<file path="src/rtl/pipeline_sequencer.sv">
// pipeline_sequencer: boot-time instruction-memory load, warm-up, run-time
// hazard/branch control for the 5-stage RV32I pipeline, ecall drain to halt,
// and cycle/stall/flush performance counters.
//
// state  | meaning
// -------+-----------------------------------------------------------
// LOAD   | accept tb_* instruction writes, pipeline frozen and flushed
// WARM   | 3 cycles of flushing to clear stale IF/ID/EX contents
// RUN    | normal execution, stall on load-use, flush on taken branch
// DRAIN  | 2 cycles letting MA/WB retire after ecall
// HALT   | frozen until reset, tb_* ignored
module pipeline_sequencer (
  input  logic        clk,
  input  logic        reset,
  input  logic        tb_valid,
  input  logic [31:0] tb_addr,
  input  logic [31:0] tb_inst,
  input  logic        tb_done,
  output logic        imem_we,
  output logic [31:0] imem_waddr,
  output logic [31:0] imem_wdata,
  input  logic [4:0]  rs1_id,
  input  logic [4:0]  rs2_id,
  input  logic        use_rs1_id,
  input  logic        use_rs2_id,
  input  logic [4:0]  rd_ex,
  input  logic        memread_ex,
  input  logic        pcsel_ex,
  input  logic        ecall_ex,
  output logic        pc_en,
  output logic        ifid_en,
  output logic        ifid_flush,
  output logic        idex_flush,
  output logic        running,
  output logic        halted,
  output logic        load_err,
  output logic [31:0] cycle_cnt,
  output logic [31:0] stall_cnt,
  output logic [31:0] flush_cnt
);

  typedef enum logic [2:0] {
    S_LOAD  = 3'd0,
    S_WARM  = 3'd1,
    S_RUN   = 3'd2,
    S_DRAIN = 3'd3,
    S_HALT  = 3'd4
  } state_t;

  state_t      r_state;
  state_t      w_next_state;
  logic [1:0]  r_tmr;
  logic        r_imem_we;
  logic [31:0] r_imem_waddr;
  logic [31:0] r_imem_wdata;
  logic        r_load_err;
  logic [31:0] r_cycle_cnt;
  logic [31:0] r_stall_cnt;
  logic [31:0] r_flush_cnt;
  logic        w_hazard;
  logic        w_stall;
  logic        w_branch;
  logic        w_load_wr;
  logic        w_load_bad;

  assign w_hazard   = memread_ex && (rd_ex != 5'd0) &&
                      ((use_rs1_id && (rs1_id == rd_ex)) ||
                       (use_rs2_id && (rs2_id == rd_ex)));
  assign w_load_wr  = (r_state == S_LOAD) && tb_valid && (tb_addr[1:0] == 2'b00);
  assign w_load_bad = (r_state == S_LOAD) && tb_valid && (tb_addr[1:0] != 2'b00);

  // State register
  always_ff @(posedge clk) begin
    if (reset) r_state <= S_LOAD;
    else       r_state <= w_next_state;
  end

  // WARM/DRAIN down-counter: loaded on entry, state advances at terminal count 0
  always_ff @(posedge clk) begin
    if (reset)                                 r_tmr <= 2'd0;
    else if ((r_state == S_LOAD) && tb_done)   r_tmr <= 2'd2;
    else if ((r_state == S_RUN) && ecall_ex)   r_tmr <= 2'd1;
    else if (r_tmr != 2'd0)                    r_tmr <= r_tmr - 2'd1;
  end

  // Registered instruction-memory write port and sticky misalignment flag
  always_ff @(posedge clk) begin
    if (reset) begin
      r_imem_we    <= 1'b0;
      r_imem_waddr <= 32'd0;
      r_imem_wdata <= 32'd0;
      r_load_err   <= 1'b0;
    end else begin
      r_imem_we <= w_load_wr;
      if (w_load_wr) begin
        r_imem_waddr <= tb_addr;
        r_imem_wdata <= tb_inst;
      end
      if (w_load_bad) r_load_err <= 1'b1;
    end
  end

  // Performance counters, wrapping modulo 2^32
  always_ff @(posedge clk) begin
    if (reset) begin
      r_cycle_cnt <= 32'd0;
      r_stall_cnt <= 32'd0;
      r_flush_cnt <= 32'd0;
    end else begin
      if (r_state == S_RUN) r_cycle_cnt <= r_cycle_cnt + 32'd1;
      if (w_stall)          r_stall_cnt <= r_stall_cnt + 32'd1;
      if (w_branch)         r_flush_cnt <= r_flush_cnt + 32'd1;
    end
  end

  // Next state and pipeline control; frozen-and-flushed is the default
  always_comb begin
    w_next_state = r_state;
    pc_en        = 1'b0;
    ifid_en      = 1'b0;
    ifid_flush   = 1'b1;
    idex_flush   = 1'b1;
    w_stall      = 1'b0;
    w_branch     = 1'b0;
    case (r_state)
      S_LOAD: begin
        if (tb_done) w_next_state = S_WARM;
      end
      S_WARM: begin
        if (r_tmr == 2'd0) w_next_state = S_RUN;
      end
      S_RUN: begin
        if (ecall_ex) begin
          // ecall wins over a branch: no redirect, pipeline starts draining
          w_next_state = S_DRAIN;
        end else if (pcsel_ex) begin
          // a dependent instruction in ID is flushed anyway, so no stall
          pc_en    = 1'b1;
          ifid_en  = 1'b1;
          w_branch = 1'b1;
        end else if (w_hazard) begin
          ifid_flush = 1'b0;
          w_stall    = 1'b1;
        end else begin
          pc_en      = 1'b1;
          ifid_en    = 1'b1;
          ifid_flush = 1'b0;
          idex_flush = 1'b0;
        end
      end
      S_DRAIN: begin
        if (r_tmr == 2'd0) w_next_state = S_HALT;
      end
      S_HALT: begin
        w_next_state = S_HALT;
      end
      default: begin
        w_next_state = S_LOAD;
      end
    endcase
  end

  assign imem_we    = r_imem_we;
  assign imem_waddr = r_imem_waddr;
  assign imem_wdata = r_imem_wdata;
  assign load_err   = r_load_err;
  assign running    = (r_state == S_RUN);
  assign halted     = (r_state == S_HALT);
  assign cycle_cnt  = r_cycle_cnt;
  assign stall_cnt  = r_stall_cnt;
  assign flush_cnt  = r_flush_cnt;

endmodule
</file>
<file path="config.mk">
export PLATFORM = sky130hd
export DESIGN_NAME = pipeline_sequencer
export DESIGN_NICKNAME = d
export VERILOG_FILES = /design/src/rtl/pipeline_sequencer.sv
export SDC_FILE = /design/constraint.sdc
export NUM_CORES = 1
export LEC_CHECK = 0
export ABC_AREA = 1
export ABC_CLOCK_PERIOD_IN_PS = 4900
export CAP_MARGIN = 30
export CORE_MARGIN = 5
export CORE_UTILIZATION = 50
export CTS_CLUSTER_SIZE = 25
export DETAILED_ROUTE_END_ITERATION = 12
export PLACE_DENSITY_LB_ADDON = 0.25
export SYNTH_ARGS = -nofsm -noshare
export SYNTH_HDL_FRONTEND = slang
export SYNTH_SLANG_ARGS = --single-unit
</file>
<file path="constraint.sdc">
create_clock -name clk -period 4.9 [get_ports clk]
set_input_delay 0.735 -clock clk [delete_from_list [all_inputs] [get_ports clk]]
set_output_delay 0.735 -clock clk [all_outputs]
set_load 0.03 [all_outputs]
</file>
== Word-level counts from Yosys, hierarchy flattened ==
Index checks and enable logic that the tools add are counted.

* Register bits: 167
* Bits in latches: 0
* RAM bits: 0
* Bits in read-only memories: 0
* Input port bits: 88
* Output and inout bits: 168
* Logic and storage cells: 68
* Memories: 0

* $add $sub $neg: 4
* Multiply operators: 0
* Divide/modulo/power cells: 0
* Magnitude comparators: 0
* Equality and inequality tests: 10
* Shift-type cells: 0
* Multiplexer cells: 24
* Bitwise gates (word level): 0
* Reduce and logical (&&, ||, !) cells: 20

{| class="wikitable"
|+ Operators with widths
! cell !! number
|-
| $add 32x1->32 const B || 3
|-
| $mux 1 || 16
|-
| $pmux 3 s5 || 1
|-
| $mux 3 || 4
|-
| $eq 5x5->1 || 2
|-
| $logic_and 1x1->1 || 9
|-
| $ne 2x2->1 const B || 4
|-
| $eq 3x2->1 const B || 2
|-
| $mux 2 || 3
|-
| $reduce_bool 2->1 || 3
|-
| $reduce_bool 5->1 || 1
|-
| $logic_not 2->1 || 2
|-
| $reduce_and 4->1 || 1
|-
| $eq 3x1->1 const B || 1
|-
| $eq 3x3->1 const B || 1
|-
| $logic_not 3->1 || 1
|-
| $reduce_bool 3->1 || 1
|-
| $reduce_or 2->1 || 1
|-
| $sub 2x1->2 const B || 1
|-
| $logic_or 1x1->1 || 1
|}

== Logic depth before layout (Yosys ltp) ==
* Depth after elaboration: 8
* Gate-level depth with buffers: 12
* Gate-level depth less buffers: 12

== Worst setup path before layout ==
OpenSTA, ideal clock, no wires.

* Path kind: input to output
* From: in rd_ex[3]
* To: out pc_en
* Arrival: 2.160 ns
* Required time: 4.165 ns
* Path slack: 2.005 ns
* Cell stages on the path: 9
* Path buffers: 2
* Path through: inv_1 > nand3_1 > o21ai_0 > inv_1 > buf_2 > nand2_1 > nor2_1 > nor2_1 > buf_4

* Word-level cells in the longest chain between the ends: 8
* Elaborated cells between the ends (all ways): 12
* Those cells by class: eq/ne (2); mux (4); reduce/logical (6)

{| class="wikitable"
|+ Ends and longest elaborated chain
! element !! line !! RTL
|-
| start: declaration || 26 || <nowiki>input logic [4:0] rd_ex,</nowiki>
|-
| $eq 5x5->1 (on tied branches) || 67, 68 ||
|-
| $logic_and 1x1->1 (on tied branches) || 67, 68 ||
|-
| $logic_or 1x1->1 || 67 || <nowiki>((use_rs1_id && (rs1_id == rd_ex)) ||</nowiki>
|-
| $logic_and 1x1->1 * || 66 || <nowiki>assign w_hazard = memread_ex && (rd_ex != 5'd0) &&</nowiki>
|-
| $mux 1 * (4 in series) || -- ||
|-
| end: declaration || 30 || <nowiki>output logic pc_en,</nowiki>
|}

Every way passes the cells marked *; elsewhere a longest branch is shown, timed or not.

== Final worst setup path ==
* From: in rd_ex[2]
* To: out pc_en

* Word-level cells in the longest chain between the ends: 8
* Elaborated cells between the ends (all ways): 12
* Those cells by class: eq/ne (2); mux (4); reduce/logical (6)

{| class="wikitable"
|+ Ends and longest elaborated chain
! element !! line !! RTL
|-
| $eq 5x5->1 (on tied branches) || 67, 68 ||
|-
| $logic_and 1x1->1 (on tied branches) || 67, 68 ||
|-
| $logic_or 1x1->1 || 67 ||
|-
| $logic_and 1x1->1 * || 66 ||
|-
| $mux 1 * || 141 || <nowiki>end else if (w_hazard) begin</nowiki>
|-
| $mux 1 * || 136 || <nowiki>end else if (pcsel_ex) begin</nowiki>
|-
| $mux 1 * || 133 || <nowiki>if (ecall_ex) begin</nowiki>
|-
| $mux 1 * || 125 || <nowiki>case (r_state)</nowiki>
|}

Marks and branches as above.

==> results.yml <==
status:
  status: "completed"
critical_path:
  crit_family: "buffers and inverters"
  required_ps: 4160
  end_kind: "primary output"
  max_stage_delay_ps: 600
  reg2reg_to: "stall_cnt[25]$_SDFFE_PP0P_"
  worst_ep_arrival_time_ps: 2920
  crit_fanout: 11
  cpMostUsedCell: "nand2_1"
  crit_chain: "clkdlybuf4s50_1 > inv_1 > nand2_1 > nand2_1 > nor2_1 > nand3_1 > nand2_1 > nand2_1 > nor2_1 > nor2_1 > clkdlybuf4s50_1"
  worstSetupStartpointType: "primary input"
  crit_slowest_cell: "clkdlybuf4s50_1"
  path_class: "in2out"
  cp_num_buf_inv: 3
  regToRegSetupSlack_ps: 2830
  r2r-start: "r_state[0]$_SDFFE_PP0P_"
  rr_worst_depth: 10
clocking:
  numClockSinks: 167
  cts_buffer_depth: 2
  postCtsHoldBufs: 0
  postCtsSetupBuffers: 0
  h-tree-depth: 4
  numCtsBuffers: 17
  ctsResizeCount: 0
  clkLatencyLatePin_ps: 430
  path_clk_slew_ps: 60
  cts_tree: "built"
  cts-root-buf: "clkbuf_16"
timing:
  grt_setup_unrepaired: "false"
  hold_viol: 0
  period_share_pct: 74.5
  setup_viol: 0
  min_period_ps: 3650
  drv_slew: 0
  slew_headroom_pct: 41.3
  tightest_slew_ps: 879
  skew_ps: 14.7
  fin_setup_tns_ps: 0
  max_freq_ghz: 0.274
detailed_routing:
  vias: 8387
  drtAntennaViolNets: 0
  wl_microns: 23500
  drt_iter0_markers: 427
  drt-wirelength-per-cell_microns: 14.0
  firstDrtPassIters: 5
  routed_via_density: 4.98
  drc: 0
power:
  irDropWorstVdd_mv: 0.242
  p_seq_share_pct: 41.9
  p_per_area_nw_per_um2: 315
  power.switching_mw: 1.10
  pwr-share-clk_pct: 37.8
  switching_share_pct: 30.9
  p_leak_nw: 4.38
  p_comb_share_pct: 20.3
  internal_power_mw: 2.47
logic_synthesis:
  async_flop_share_pct: 0
  synth_top_family_by_area: "simple AND/OR/NAND/NOR gates"
  synth-warning-count: 0
  synth_xor_area_share_pct: 0.762
  synthAdderAreaFrac_pct: 0.622
  synthCells: 1214
  ys_types: 44
  synth_area_sq_um: 8050
  synth_nets: 1306
  avgSynthCellArea_sq_um: 6.63
  synth_edf_count: 0
  synth_compound_area_share_pct: 11.4
  synth.area.mux_share_pct: 0
  synth_ff_type: "dfxtp_1"
  ys_ff_latch: 167
  synth.yosys.seq_area_share_pct: 41.5
  synth-simple-area-share_pct: 36.6
global_route:
  grt_max_degree: 69
  grt.overflow.total: 0
  grt_pass1_wl_microns: 37700
  grt_usage_pct: 24.9
  first_global_vias: 7886
  antenna_found_initial: 0
cells_and_area:
  final_common_cell: "nor2_1"
  syn_to_final_growth_pct: 41.1
  drive_gt1_share_pct: 5.65
  antenna_cells: 0
  nFillCells: 1342
  fin_nets: 1547
  final_cell_mix: "nor2_1, clkdlybuf4s50_1, nand2_1"
  layoutNonFillerInstCount: 1684
die:
  fp.dieW_microns: 137
  chipHeight_microns: 137
  core_area_sq_um: 15800
  initial_core_util_pct: 50.8
  ios: 256
  rows: 46
  die_area_sq_um: 18700
placement:
  io_buffers: 255
  hpwl_microns: 17600
  dp_cells: 1652
  routabilityCongestion: 0.930
hold_path:
  holdPathStages: 2
  hold_path_end: "imem_waddr[0]$_SDFFE_PP0P_"
  hp-class: "reg2reg"
  worstHoldStart: "imem_waddr[0]$_SDFFE_PP0P_"
flow_run:
  drv_cap: 0
[worst max path at each step]
stage                  start  endpoint  slack [ps]  cells past startpoint
floorplan           rd_ex[3]     pc_en        2010                      9
global placement    rd_ex[2]   ifid_en        1310                     11
detailed placement  rd_ex[2]     pc_en        1270                     11
CTS                 rd_ex[2]     pc_en        1260                     11
global route        rd_ex[4]     pc_en        1110                     11
finish              rd_ex[2]     pc_en        1250                     11
[sequential cells by signal, summed over array words and instances (netlist names)]
signal,cells
flush_cnt,32
load_err,1
imem_waddr,32
imem_we,1
stall_cnt,32
r_state,3
imem_wdata,32
cycle_cnt,32
r_tmr,2
[power by group through the flow]
stage          clock (mW)  combinational (mW)  sequential, mW
2_1_floorplan           0               0.289            1.65
3_3_place_gp            0               0.716            1.52
3_5_place_dp            0               0.726            1.52
4_1_cts              1.37               0.732            1.49
5_1_grt              1.44               0.785            1.51
6_report             1.35               0.725            1.49
[per-stage QoR]
step | worst slack, ps | area (sq um) | utilization [%] | power, mW | hold slack [ps]
2_1_floorplan | 2010 | 8050 | - | 1.94 | 520
3_3_place_gp | 1310 | 10700 | 67.8 | 2.24 | 431
3_5_place_dp | 1270 | 10800 | 68.0 | 2.25 | 441
4_1_cts | 1260 | 11300 | 71.7 | 3.60 | 451
5_1_grt | 1110 | 11300 | 71.7 | 3.73 | 470
6_report | 1250 | 11300 | 71.7 | 3.57 | 447
[layer usage]
layer	vias up	global-route usage, %	routed length [microns]
met3	23	8.79	2280
li1	4307	-	-
met4	0	7.43	325
met5	-	0	0
met1	3782	29.5	9360
met2	275	42.6	11500
[worst min-delay path, stage by stage (launching register included)]
cell,delay [ps]
dfxtp_1,310
nand2_1,60
nor2_1,40
[cell type report]
cell class	count	area [sq um]	share of cell area (%)
multi-input cells	864	3980	35.1
flip-flops and latches	167	3340	29.5
repair buffers	260	2620	23.0
inverters	145	548	4.83
clock buffers	18	439	3.87
well taps	216	270	2.38
clock inverters	14	154	1.36
[synthesized netlist by cell type (2+ instances only)]
| cell type | n | area [sq um] |
|---|---|---|
| a21oi_1 | 40 | 200 |
| a31oi_1 | 2 | 12.5 |
| buf_1 | 3 | 11.3 |
| buf_2 | 6 | 30.0 |
| buf_4 | 3 | 22.5 |
| buf_6 | 3 | 33.8 |
| clkbuf_1 | 23 | 86.3 |
| dfxtp_1 | 167 | 3340 |
| ha_1 | 4 | 50.1 |
| inv_1 | 138 | 518 |
| inv_2 | 5 | 18.8 |
| nand2_1 | 242 | 908 |
| nand2_2 | 5 | 31.3 |
| nand3_1 | 48 | 240 |
| nand3_2 | 2 | 20.0 |
| nand3b_1 | 4 | 30.0 |
| nand4_1 | 27 | 169 |
| nor2_1 | 305 | 1140 |
| nor2_2 | 5 | 31.3 |
| nor2_4 | 11 | 124 |
| nor3_1 | 24 | 120 |
| nor3b_1 | 2 | 15.0 |
| o21ai_0 | 107 | 536 |
| o21ai_1 | 5 | 25.0 |
| o21bai_1 | 2 | 15.0 |
| o21bai_2 | 7 | 78.8 |
| xor2_1 | 7 | 61.3 |
[logic make-up after synthesis]
kind of cell / Yosys count
buffers and inverters: 183
DFF: 167
xor gates and xnor gates: 7
adders and majority gates: 4
AOI/OAI and AO/OA: 168
and+or+nand+nor: 685
Note: power is estimated with default switching activity, not from simulation.
